### src/rtl/tdm_demux_4ch_pkg.sv
// Shared types and constants for the 4-channel TDM de-interleaver.
package tdm_demux_4ch_pkg;

  localparam int SLOT_W = 2;
  localparam int NUM_CH = 4;

  typedef enum logic {
    HUNT = 1'b0,
    LOCK = 1'b1
  } state_e;

  typedef logic [SLOT_W-1:0] slot_t;

endpackage

### src/rtl/tdm_frame_buf.sv
// Parallel-frame output register with a valid/ready handshake.
// A frame arriving while an unaccepted frame is held is dropped and flagged.
module tdm_frame_buf
  import tdm_demux_4ch_pkg::*;
#(
  parameter int DATA_W = 1
) (
  input  logic                          clk,
  input  logic                          rst_n,
  input  logic                          load_i,
  input  logic [NUM_CH-1:0][DATA_W-1:0] frame_i,
  input  logic                          ready_i,
  output logic [NUM_CH-1:0][DATA_W-1:0] frame_o,
  output logic                          valid_o,
  output logic                          overrun_o
);

  logic [NUM_CH-1:0][DATA_W-1:0] frame_q, frame_d;
  logic                          valid_q, valid_d;
  logic                          overrun_q, overrun_d;

  always_comb begin
    frame_d   = frame_q;
    valid_d   = valid_q;
    overrun_d = 1'b0;
    if (load_i) begin
      // An accept in the same cycle frees the register for the new frame.
      if (!valid_q || ready_i) begin
        frame_d = frame_i;
        valid_d = 1'b1;
      end else begin
        overrun_d = 1'b1;
      end
    end else if (valid_q && ready_i) begin
      valid_d = 1'b0;
    end
  end

  always_ff @(posedge clk or negedge rst_n) begin
    if (!rst_n) begin
      frame_q   <= '0;
      valid_q   <= 1'b0;
      overrun_q <= 1'b0;
    end else begin
      frame_q   <= frame_d;
      valid_q   <= valid_d;
      overrun_q <= overrun_d;
    end
  end

  assign frame_o   = frame_q;
  assign valid_o   = valid_q;
  assign overrun_o = overrun_q;

endmodule

### src/rtl/tdm_demux_4ch.sv
// De-interleaves a 4-slot TDM stream (slot 0 marked by frame_sync) into
// parallel channel frames presented with a valid/ready handshake.
module tdm_demux_4ch
  import tdm_demux_4ch_pkg::*;
#(
  parameter int DATA_W = 1
) (
  input  logic              clk,
  input  logic              rst_n,
  input  logic [DATA_W-1:0] din,
  input  logic              din_valid,
  input  logic              frame_sync,
  output logic [DATA_W-1:0] out_0,
  output logic [DATA_W-1:0] out_1,
  output logic [DATA_W-1:0] out_2,
  output logic [DATA_W-1:0] out_3,
  output logic              out_valid,
  input  logic              out_ready,
  output logic              sync_err,
  output logic              overrun
);

  state_e state_q, state_d;
  slot_t  slot_q, slot_d;
  logic   sync_err_q, sync_err_d;
  logic   wr_en;
  slot_t  wr_idx;
  logic   complete;

  // The last slot feeds the frame straight from din, so only the first
  // NUM_CH-1 samples need holding.
  logic [DATA_W-1:0]             shadow_q [NUM_CH-1];
  logic [NUM_CH-1:0][DATA_W-1:0] frame_in;
  logic [NUM_CH-1:0][DATA_W-1:0] frame_out;

  always_comb begin
    state_d    = state_q;
    slot_d     = slot_q;
    sync_err_d = 1'b0;
    wr_en      = 1'b0;
    wr_idx     = '0;
    complete   = 1'b0;
    if (din_valid) begin
      unique case (state_q)
        HUNT: begin
          if (frame_sync) begin
            wr_en   = 1'b1;
            slot_d  = slot_t'(1);
            state_d = LOCK;
          end
        end
        LOCK: begin
          if (frame_sync) begin
            sync_err_d = (slot_q != '0);
            wr_en      = 1'b1;
            slot_d     = slot_t'(1);
          end else if (slot_q == '0) begin
            sync_err_d = 1'b1;
            state_d    = HUNT;
          end else begin
            wr_en    = 1'b1;
            wr_idx   = slot_q;
            slot_d   = slot_t'(slot_q + slot_t'(1));
            complete = (slot_q == slot_t'(NUM_CH - 1));
          end
        end
        default: state_d = HUNT;
      endcase
    end
  end

  always_ff @(posedge clk or negedge rst_n) begin
    if (!rst_n) begin
      state_q    <= HUNT;
      slot_q     <= '0;
      sync_err_q <= 1'b0;
    end else begin
      state_q    <= state_d;
      slot_q     <= slot_d;
      sync_err_q <= sync_err_d;
    end
  end

  generate
    for (genvar gi = 0; gi < NUM_CH - 1; gi++) begin : g_shadow
      always_ff @(posedge clk or negedge rst_n) begin
        if (!rst_n) begin
          shadow_q[gi] <= '0;
        end else if (wr_en && wr_idx == slot_t'(gi)) begin
          shadow_q[gi] <= din;
        end
      end
      assign frame_in[gi] = shadow_q[gi];
    end
  endgenerate

  assign frame_in[NUM_CH-1] = din;

  tdm_frame_buf #(
    .DATA_W(DATA_W)
  ) u_frame_buf (
    .clk      (clk),
    .rst_n    (rst_n),
    .load_i   (complete),
    .frame_i  (frame_in),
    .ready_i  (out_ready),
    .frame_o  (frame_out),
    .valid_o  (out_valid),
    .overrun_o(overrun)
  );

  assign out_0    = frame_out[0];
  assign out_1    = frame_out[1];
  assign out_2    = frame_out[2];
  assign out_3    = frame_out[3];
  assign sync_err = sync_err_q;

endmodule

### config.mk
export PLATFORM = sky130hd
export DESIGN_NAME = tdm_demux_4ch
export DESIGN_NICKNAME = d
export VERILOG_FILES = /design/src/rtl/tdm_demux_4ch_pkg.sv /design/src/rtl/tdm_frame_buf.sv /design/src/rtl/tdm_demux_4ch.sv
export SDC_FILE = /design/constraint.sdc
export NUM_CORES = 1
export LEC_CHECK = 0
export CORE_UTILIZATION = 46
export DETAILED_ROUTE_END_ITERATION = 8
export PLACE_DENSITY_LB_ADDON = 0.05
export SYNTH_ARGS = -nofsm -noshare
export SYNTH_HDL_FRONTEND = slang
export SYNTH_SLANG_ARGS = --single-unit
### constraint.sdc
create_clock -name clk -period 2.3 [get_ports clk]
set_input_delay 0.23 -clock clk [delete_from_list [all_inputs] [get_ports clk]]
set_output_delay 0.23 -clock clk [all_outputs]
set_load 0.1 [all_outputs]
==> results of run 1 <==
[worst max-delay path by stage]
stage	from	end	slack [ns]
finish	slot_q[0]$_DFFE_PN0P_	frame_in[0]$_DFFE_PN0P_	0.55
CTS	slot_q[0]$_DFFE_PN0P_	frame_in[0]$_DFFE_PN0P_	0.55
global placement	frame_sync	frame_in[0]$_DFFE_PN0P_	0.38
detailed placement	frame_sync	frame_in[1]$_DFFE_PN0P_	0.37
global route	slot_q[0]$_DFFE_PN0P_	frame_in[1]$_DFFE_PN0P_	0.44
floorplan	u_frame_buf.valid_o$_DFFE_PN0P_	u_frame_buf.frame_o[0]$_DFFE_PN0P_	0.63
[synthesized netlist by cell type, drive strengths merged]
cell / n
ha: 3
nor2: 3
nor3b: 1
a31oi: 1
nor3: 2
nand2: 4
inv: 3
nand3: 2
nand4: 1
and2b: 1
o21ai: 1
a22o: 1
mux2i: 1
mux2: 7
a21oi: 2
nor2b: 1
dfrtp: 13
nand2b: 2
[worst max-delay path, stage by stage, from the launching register on]
cell and delay (ns):
sky130_fd_sc_hd__dfrtp_1 0.40, sky130_fd_sc_hd__inv_1 0.08, sky130_fd_sc_hd__ha_1 0.25, sky130_fd_sc_hd__ha_1 0.23, sky130_fd_sc_hd__nand2_1 0.07, sky130_fd_sc_hd__nand2_1 0.08
sky130_fd_sc_hd__nor3b_2 0.22, sky130_fd_sc_hd__mux2_4 0.31
[cell families (layout without fill, tap and decap cells)]
kind of cell	after synthesis	count (layout)	synth area share
simple gates	17	17	0.166
flops	13	13	0.545
mux	8	8	0.155
compound gates	5	5	0.0524
fa+ha+maj	3	3	0.0629
buf+inv	3	19	0.0189
[area by class of cell]
class	instances	area share
multi-input combinational	33	0.350
sequential	13	0.438
clock buffer	4	0.0354
timing repair buffer	12	0.138
inverter	3	0.0152
tap	14	0.0236
[routing by layer]
metal / track usage / vias up / wire length [um]
met5: 0 / - / 0
met3: 0.0872 / 2 / 51
met2: 0.309 / 10 / 489
met1: 0.217 / 192 / 466
li1: - / 201 / -
met4: 0.0536 / 0 / 7
[where the power goes]
group	leakage [uW]	switching [uW]	internal [uW]
sequential	0.000162	62.1	313
clock	0.0000150	68.6	67.1
combinational	0.000183	407	179
total	0.000359	538	559
[registers in the layout, summed over array words and instances, names as in the netlist]
register	count
frame_in	3
sync_err	1
slot_q	2
u_frame_buf.frame_o	4
u_frame_buf.overrun_o	1
state_q	1
u_frame_buf.valid_o	1
[metrics by stage]
step / hold slack [ns] / power [uW] / setup slack [ns]
final: 0.313 / 1100 / 0.551
after global routing: 0.346 / 1160 / 0.435
after CTS: 0.331 / 1110 / 0.548
after detailed placement: 0.481 / 966 / 0.367
after global placement: 0.473 / 957 / 0.381
after floorplan: -0.0656 / 839 / 0.633
==> impl.org, run 1 <==
** Synth
- Number of distinct library cells after synthesis :: 21
- In this run the cell area of the synthesized design comes to 597 um2.
- Synthesis inferred 13 register bits.
- Mapped Nets :: 58
- The share of synthesized area in the top cell type comes to 0.545.
- Dividing the synthesized area by the synthesized cell count gives roughly 12 um2.
- During synthesis, Yosys emitted a total of 0 warnings.
- Cell type with the largest total area after synthesis :: sky130_fd_sc_hd__dfrtp_1
- The share of the Yosys chip area taken by registers is 0.545.
- Synthesis produced 49 cells.
- Leading post-synthesis cells by cell area :: sky130_fd_sc_hd__dfrtp_1 (55%), sky130_fd_sc_hd__mux2_2 (9.4%), sky130_fd_sc_hd__ha_1 (6.3%)

** Floorplan
- For this configuration, the core starts out at a cell density of 0.516.
- In this run the count of I/O pins placed on the die edge is 13.
- In this run the vertical extent of the chip is between 30 and 40 um.
- Placeable core region :: ~1200 um2
- Measured along the x axis, the die boundary spans 38.0 um.
- Die area :: 1450 um2
- Row cnt :: 12

** Worst setup path
- STA classifies the critical path endpoint as a flip-flop.
- Data arrives at the worst endpoint at roughly 1.9 ns.
- Required @ worst endpoint :: 2.46 ns
- Max FO, Critical Path :: 4
- Reg2Reg Capture Point :: frame_in[0]$_DFFE_PN0P_
- The critical path is of the reg -> reg type.
- Setup slack on the worst reg-to-reg path comes out at between 0.5 and 0.6 ns.
- Reg2reg start :: slot_q[0]$_DFFE_PN0P_
- Kind of start point of the critical path :: flip-flop
- For the worst flop-to-flop path, the logic depth is 7.

** STA
- Setup repair after global routing left no endpoint under its margin.
- Max-slew violation total from the final report :: 0
- For the finished layout, the period the worst path requires is around 1.7 ns.
- The count of endpoints failing hold in the final timing report was 0.
- Worst-case clock skew :: around 0.0056 ns
- Setup TNS :: 0 ns
- Period utilisation layout :: 0.760
- F_max :: 572 MHz
- Least-Margin Pin Slew :: ~0.56 ns
- Setup-violating endpoint count in the final report :: 0
- Tightest slew margin relative to the limit :: 0.629

** Cells and area
- The number of antenna diodes in the final layout is 0.
- Share of post-route cells with drive strength above 1 :: 0.308
- Multi-input gate area :: around 260 um2
- Leaving out fill and tap cells, the most frequent cell in the layout is sky130_fd_sc_hd__dfrtp_1.
- Share of the core filled with cells :: 0.643
- Number of nets at the end of the flow :: between 70 and 80
- The finished cells cover 743 um2.
- Register cell area after layout :: between 300 and 400 um2
- Post-layout instance count excluding filler cells :: 79
- The library cells used most frequently in the layout, excluding fill and tap cells, are sky130_fd_sc_hd__dfrtp_1 (13), sky130_fd_sc_hd__buf_4 (7), sky130_fd_sc_hd__mux2_2 (5), sky130_fd_sc_hd__clkdlybuf4s50_1 (5), sky130_fd_sc_hd__nand2_1 (4).
- Area Growth Syn to Fin :: 24.5%
- FILL cells :: a little under 100

** Detailed routing
- Post-detailed-route via-to-cell ratio :: 5.13
- Wirelength per Cell :: ~13 um
- The first detailed-routing pass ran for 2 iterations.
- Final antenna-violating net count :: 0
- Total wirelength of the detailed-routed design :: 1020 um
- Summing over every cut layer, the via total after detailed routing is roughly 410.
- Number of design rule violations left after detail routing :: 0
- For this block, the initial DRC count from the detailed router was 4.

** Placement
- Number of instances in the placed design :: 75
- Area of placed instances :: slightly above 700 um2
- Half-perimeter wire length after detailed placement :: 758 um
- Routability congestion estimate from global placement :: between 0.7 and 0.8
- Number of buffers added on ports :: 12

** CTS
- In this run the number of H-tree levels came out at 1.
- Hold-fix buffer count after cts :: 0
- The tree is rooted in a sky130_fd_sc_hd__clkbuf_4.
- For the worst-skew pair, the clock arrives at the later sink with an insertion delay of about 0.27 ns.
- Counting the buffers created by CTS gives 3.
- Clock tree synthesis found a total of 13 sinks.
- Number of buffers on the longest clock path :: 2
- CTS tree :: built
- Resized Gates After CTS :: 0
- Clock-pin slew on the worst setup and hold paths :: roughly 0.08 ns
- Post-CTS Setup Bufs :: 0

** Power
- Max IR drop VDD :: around 0.00073 V
- Leakage power :: roughly 0.00036 uW
- Power spread over the standard cell area amounts to 1480 nW/um2.

** GRT
- Global-route wire length before repair :: between 1500 and 2000 um
- The number of global-route vias before repair was 409.
- Maximum number of pins on one net before global-route repair :: 14
- For this run the aggregate overflow at the end of global routing stands at 0.
- The initial antenna violation count was 0.
- Overall routing resource usage :: 0.188

** Flow run
- Max-cap violations in this run came to 0.

** Min path
- Class of the worst hold path :: in -> async

** Status
- The run finished with clean final reports.
Power figures use the tool's default switching activity.
==> run 2: changes to the inputs <==
--- a/config.mk
+++ b/config.mk
@@ -5,7 +5,7 @@
 export SDC_FILE = /design/constraint.sdc
 export NUM_CORES = 1
 export LEC_CHECK = 0
-export CORE_UTILIZATION = 46
+export CORE_UTILIZATION = 42
 export DETAILED_ROUTE_END_ITERATION = 8
 export PLACE_DENSITY_LB_ADDON = 0.05
 export SYNTH_ARGS = -nofsm -noshare
==> constraint.sdc (replaced) <==
create_clock -name clk -period 1.5 [get_ports clk]
set_input_delay 0.15 -clock clk [delete_from_list [all_inputs] [get_ports clk]]
set_output_delay 0.15 -clock clk [all_outputs]
set_load 0.1 [all_outputs]
==> run 2 against run 1 <==
  * The flow now finishes with violations (setup timing)
  * Flip-flop and latch count unchanged
  * Power increased by 93%
  * Core utilization increased by 10 points
  * Combinational power increased by 120%
  * Critical endpoint unchanged
==> impl.org, run 2 (synthesis results as in run 1) <==
** Detailed routing
- The final route contains about 450 vias.
- Final antenna-violating net count :: 0
- Total wirelength of the detailed-routed design :: 1150 um
- In this run, the number of DRC markers left after iteration 0 of detailed routing was 1.
- After detailed routing, no signal wire sits above met4.
- In the routed design, unresolved DRC markers number 0.
- Detailed-routing iteration count for the pre-antenna-repair pass :: 2
- Routed wire length on met3 :: 54 um
- Post-detailed-route via-to-cell ratio :: 4.91
- Sum of met2 wire segment lengths after detailed routing :: approximately 550 um
- In the final routed layout, each cell accounts on average for 12.5 um.
- For this block, wires on met1 add up to between 500 and 600 um.

** Cells and area
- The multi-input combinational cells in the finished layout cover a total of approximately 320 um2.
- Once layout is done, the placed cells without fillers occupy roughly 980 um2.
- Of the cells placed in the final design, the portion with a size suffix greater than 1 is 0.558.
- Most frequent cells in the layout :: sky130_fd_sc_hd__dfrtp_1 (12), sky130_fd_sc_hd__buf_4 (12), sky130_fd_sc_hd__buf_12 (7)
- Number of flip-flops under the largest register name :: 4
- In the final design database the tool counted 87 nets.
- After filler insertion, the fill cell instance count of the layout stands at between 80 and 90.
- Area Growth Syn to Fin :: 65.0%
- At the end of the flow the core is filled with cells to 0.747.
- Total inserted antenna cells :: 0
- Summing all flip-flop and latch instances after layout gives between 300 and 400 um2.

** GRT
- Global routing finished with a remaining overflow of 0.
- The number of global-route vias before repair came to 425.
- Overall routing resource usage :: 0.187
- The first global-routing pass estimated between 1500 and 2000 um of wire.
- The initial antenna violation count was 0.
- Entering global routing, the biggest net connects 14 pins.

** Worst setup path
- The worst setup path is launched from a flip-flop.
- The startpoint identified for the worst register-to-register timing path is slot_q[0]$_DFFE_PN0P_.
- Of all nets on the critical path, the largest fanout is 4.
- The worst register-to-register path ends at frame_in[0]$_DFFE_PN0P_.
- Worst-case reg-to-reg path depth :: 7
- Worst setup path end :: frame_in[0]$_DFFE_PN0P_
- Kind of end point of the critical path :: flip-flop
- For the worst setup path, the data required time is about 1.7 ns.
- Critical path start-end classification :: reg -> reg
- Reg2reg setup slack :: -0.005 ns
- Critical path startpoint :: slot_q[0]$_DFFE_PN0P_
- Data arrival time at the worst-slack endpoint :: about 1.7 ns

** CTS
- Number of buffers on the longest clock path :: 2
- The root buffer cell chosen for the clock tree is sky130_fd_sc_hd__clkbuf_4.
- The later pin in the worst-skew pair is clocked with a latency of approximately 0.28 ns.
- Total clock sinks :: 13
- Counting the buffers created by CTS gives 3.
- H-tree level count :: 1
- TritonCTS built the clock tree.
- Clock-pin slew was measured on the worst setup and hold paths at around 0.07 ns.

** STA
- Setup violations remaining at the end of the flow were counted as 1.
- Measured against its own limit, the worst slew margin works out to 0.621.
- For this run, the top clock speed supported by timing is around 660 MHz.
- Least-Margin Pin Slew :: 0.567 ns
- The max-slew violation count is 0.
- The count of endpoints failing hold in the final timing report was 0.
- Setup repair after global routing missed its margin :: true
- Final hold analysis gives a worst-case slack of about 0.23 ns.
- Worst-case clock skew :: roughly 0.0025 ns
- Post-layout min period :: approximately 1.5 ns
- Worst Setup Slack, final :: -0.00476 ns
- Period utilisation layout :: 1.00

** Placement
- Number of buffers added on ports :: 12
- After legalization and detailed placement, the total HPWL measured 857 um.
- Area of placed instances :: just over 900 um2
- Routability congestion estimate from global placement :: roughly 0.76

** Power
- Max IR drop VDD :: ~0.0015 V
- Power density cells :: 2150 nW/um2
- Leakage power :: 0.000457 uW

** Floorplan
- Initial Utilization :: 0.453
- In this run the vertical extent of the chip is between 30 and 40 um.
- Placeable core region :: approximately 1300 um2
- The floorplan has 13 rows.
- From left edge to right edge, the die measures approximately 40 um.
- The die covers around 1600 um2.
- 13 I/O pins were placed.

** Min path
- The path class of the tightest hold or removal check is in -> async.

** Status
- The final reports fail on setup timing.
- The flow ran to the end, but the final reports show violations.

** Flow run
- Max_cap viols :: 0
==> run 2: cell count changes in the layout (fill, tap and decap cells not counted), moves of 2 or more <==
| cell | previous run | this run |
|---|---|---|
| sky130_fd_sc_hd__buf_4 | 7 | 12 |
| sky130_fd_sc_hd__mux2_4 | 1 | 3 |
| sky130_fd_sc_hd__inv_2 | 0 | 2 |
| sky130_fd_sc_hd__ha_1 | 3 | 1 |
| sky130_fd_sc_hd__nand2_1 | 4 | 2 |
| sky130_fd_sc_hd__inv_1 | 3 | 1 |
| sky130_fd_sc_hd__ha_4 | 0 | 2 |
| sky130_fd_sc_hd__nand2_2 | 0 | 2 |
| sky130_fd_sc_hd__buf_12 | 0 | 7 |
==> run 2: area by class of cell <==
class                   instances  share of cell area
repair buffers                 24               0.285
inverters                       3              0.0114
flip-flops and latches         13               0.332
well taps                      15              0.0191
multi-input cells              33               0.327
clock buffers                   4              0.0267
==> run 2: worst min-delay path by stage <==
| stage | start | endpoint | slack, ns | cells past startpoint |
|---|---|---|---|---|
| final | rst_n | state_q$_DFFE_PN0P_ | 0.23 | 1 |
| after floorplan | rst_n | frame_in[0]$_DFFE_PN0P_ | -0.15 | 0 |
| after global routing | rst_n | state_q$_DFFE_PN0P_ | 0.26 | 1 |
| after global placement | frame_in[2]$_DFFE_PN0P_ | frame_in[2]$_DFFE_PN0P_ | 0.47 | 1 |
| after detailed placement | frame_in[2]$_DFFE_PN0P_ | frame_in[2]$_DFFE_PN0P_ | 0.48 | 1 |
| after CTS | rst_n | state_q$_DFFE_PN0P_ | 0.26 | 1 |
==> run 2: power by group <==
group          switching [uW]  total [uW]  internal [uW]
clock network             110         213            103
logic                     706        1310            603
registers                 117         598            481
total                     933        2120           1190
==> run 2: critical path, cell delays in order (launching register included) <==
cell,delay [ns]
sky130_fd_sc_hd__dfrtp_1,0.36
sky130_fd_sc_hd__inv_2,0.06
sky130_fd_sc_hd__ha_4,0.17
sky130_fd_sc_hd__ha_4,0.16
sky130_fd_sc_hd__nand2_2,0.06
sky130_fd_sc_hd__nand2_2,0.08
sky130_fd_sc_hd__nor3b_4,0.20
sky130_fd_sc_hd__mux2_4,0.31
==> run 2: per-layer routing <==
layer,vias up,track usage
li1,226,-
met1,211,0.212
met2,10,0.275
met3,5,0.102
met4,0,0.103
met5,-,0
==> run 2: per-stage QoR <==
| step | total power [uW] | setup WS (ns) | instances | TNS, ns |
|---|---|---|---|---|
| after floorplan | 1330 | -0.0415 | 49 | -0.0670 |
| after global placement | 1790 | -0.168 | 86 | -1.01 |
| after detailed placement | 1810 | -0.196 | 86 | -1.07 |
| after CTS | 2100 | -0.0317 | 91 | -0.0329 |
| after global routing | 2230 | -0.0631 | 92 | -0.173 |
| final | 2120 | -0.00476 | 92 | -0.00476 |
==> run 2: what timing repair did <==
item	in CTS	in global routing
hold buffers	0	0
pin swaps	4	3
setup endpoints to repair	2	7
resized for setup	7	3
buffers inserted	1	1
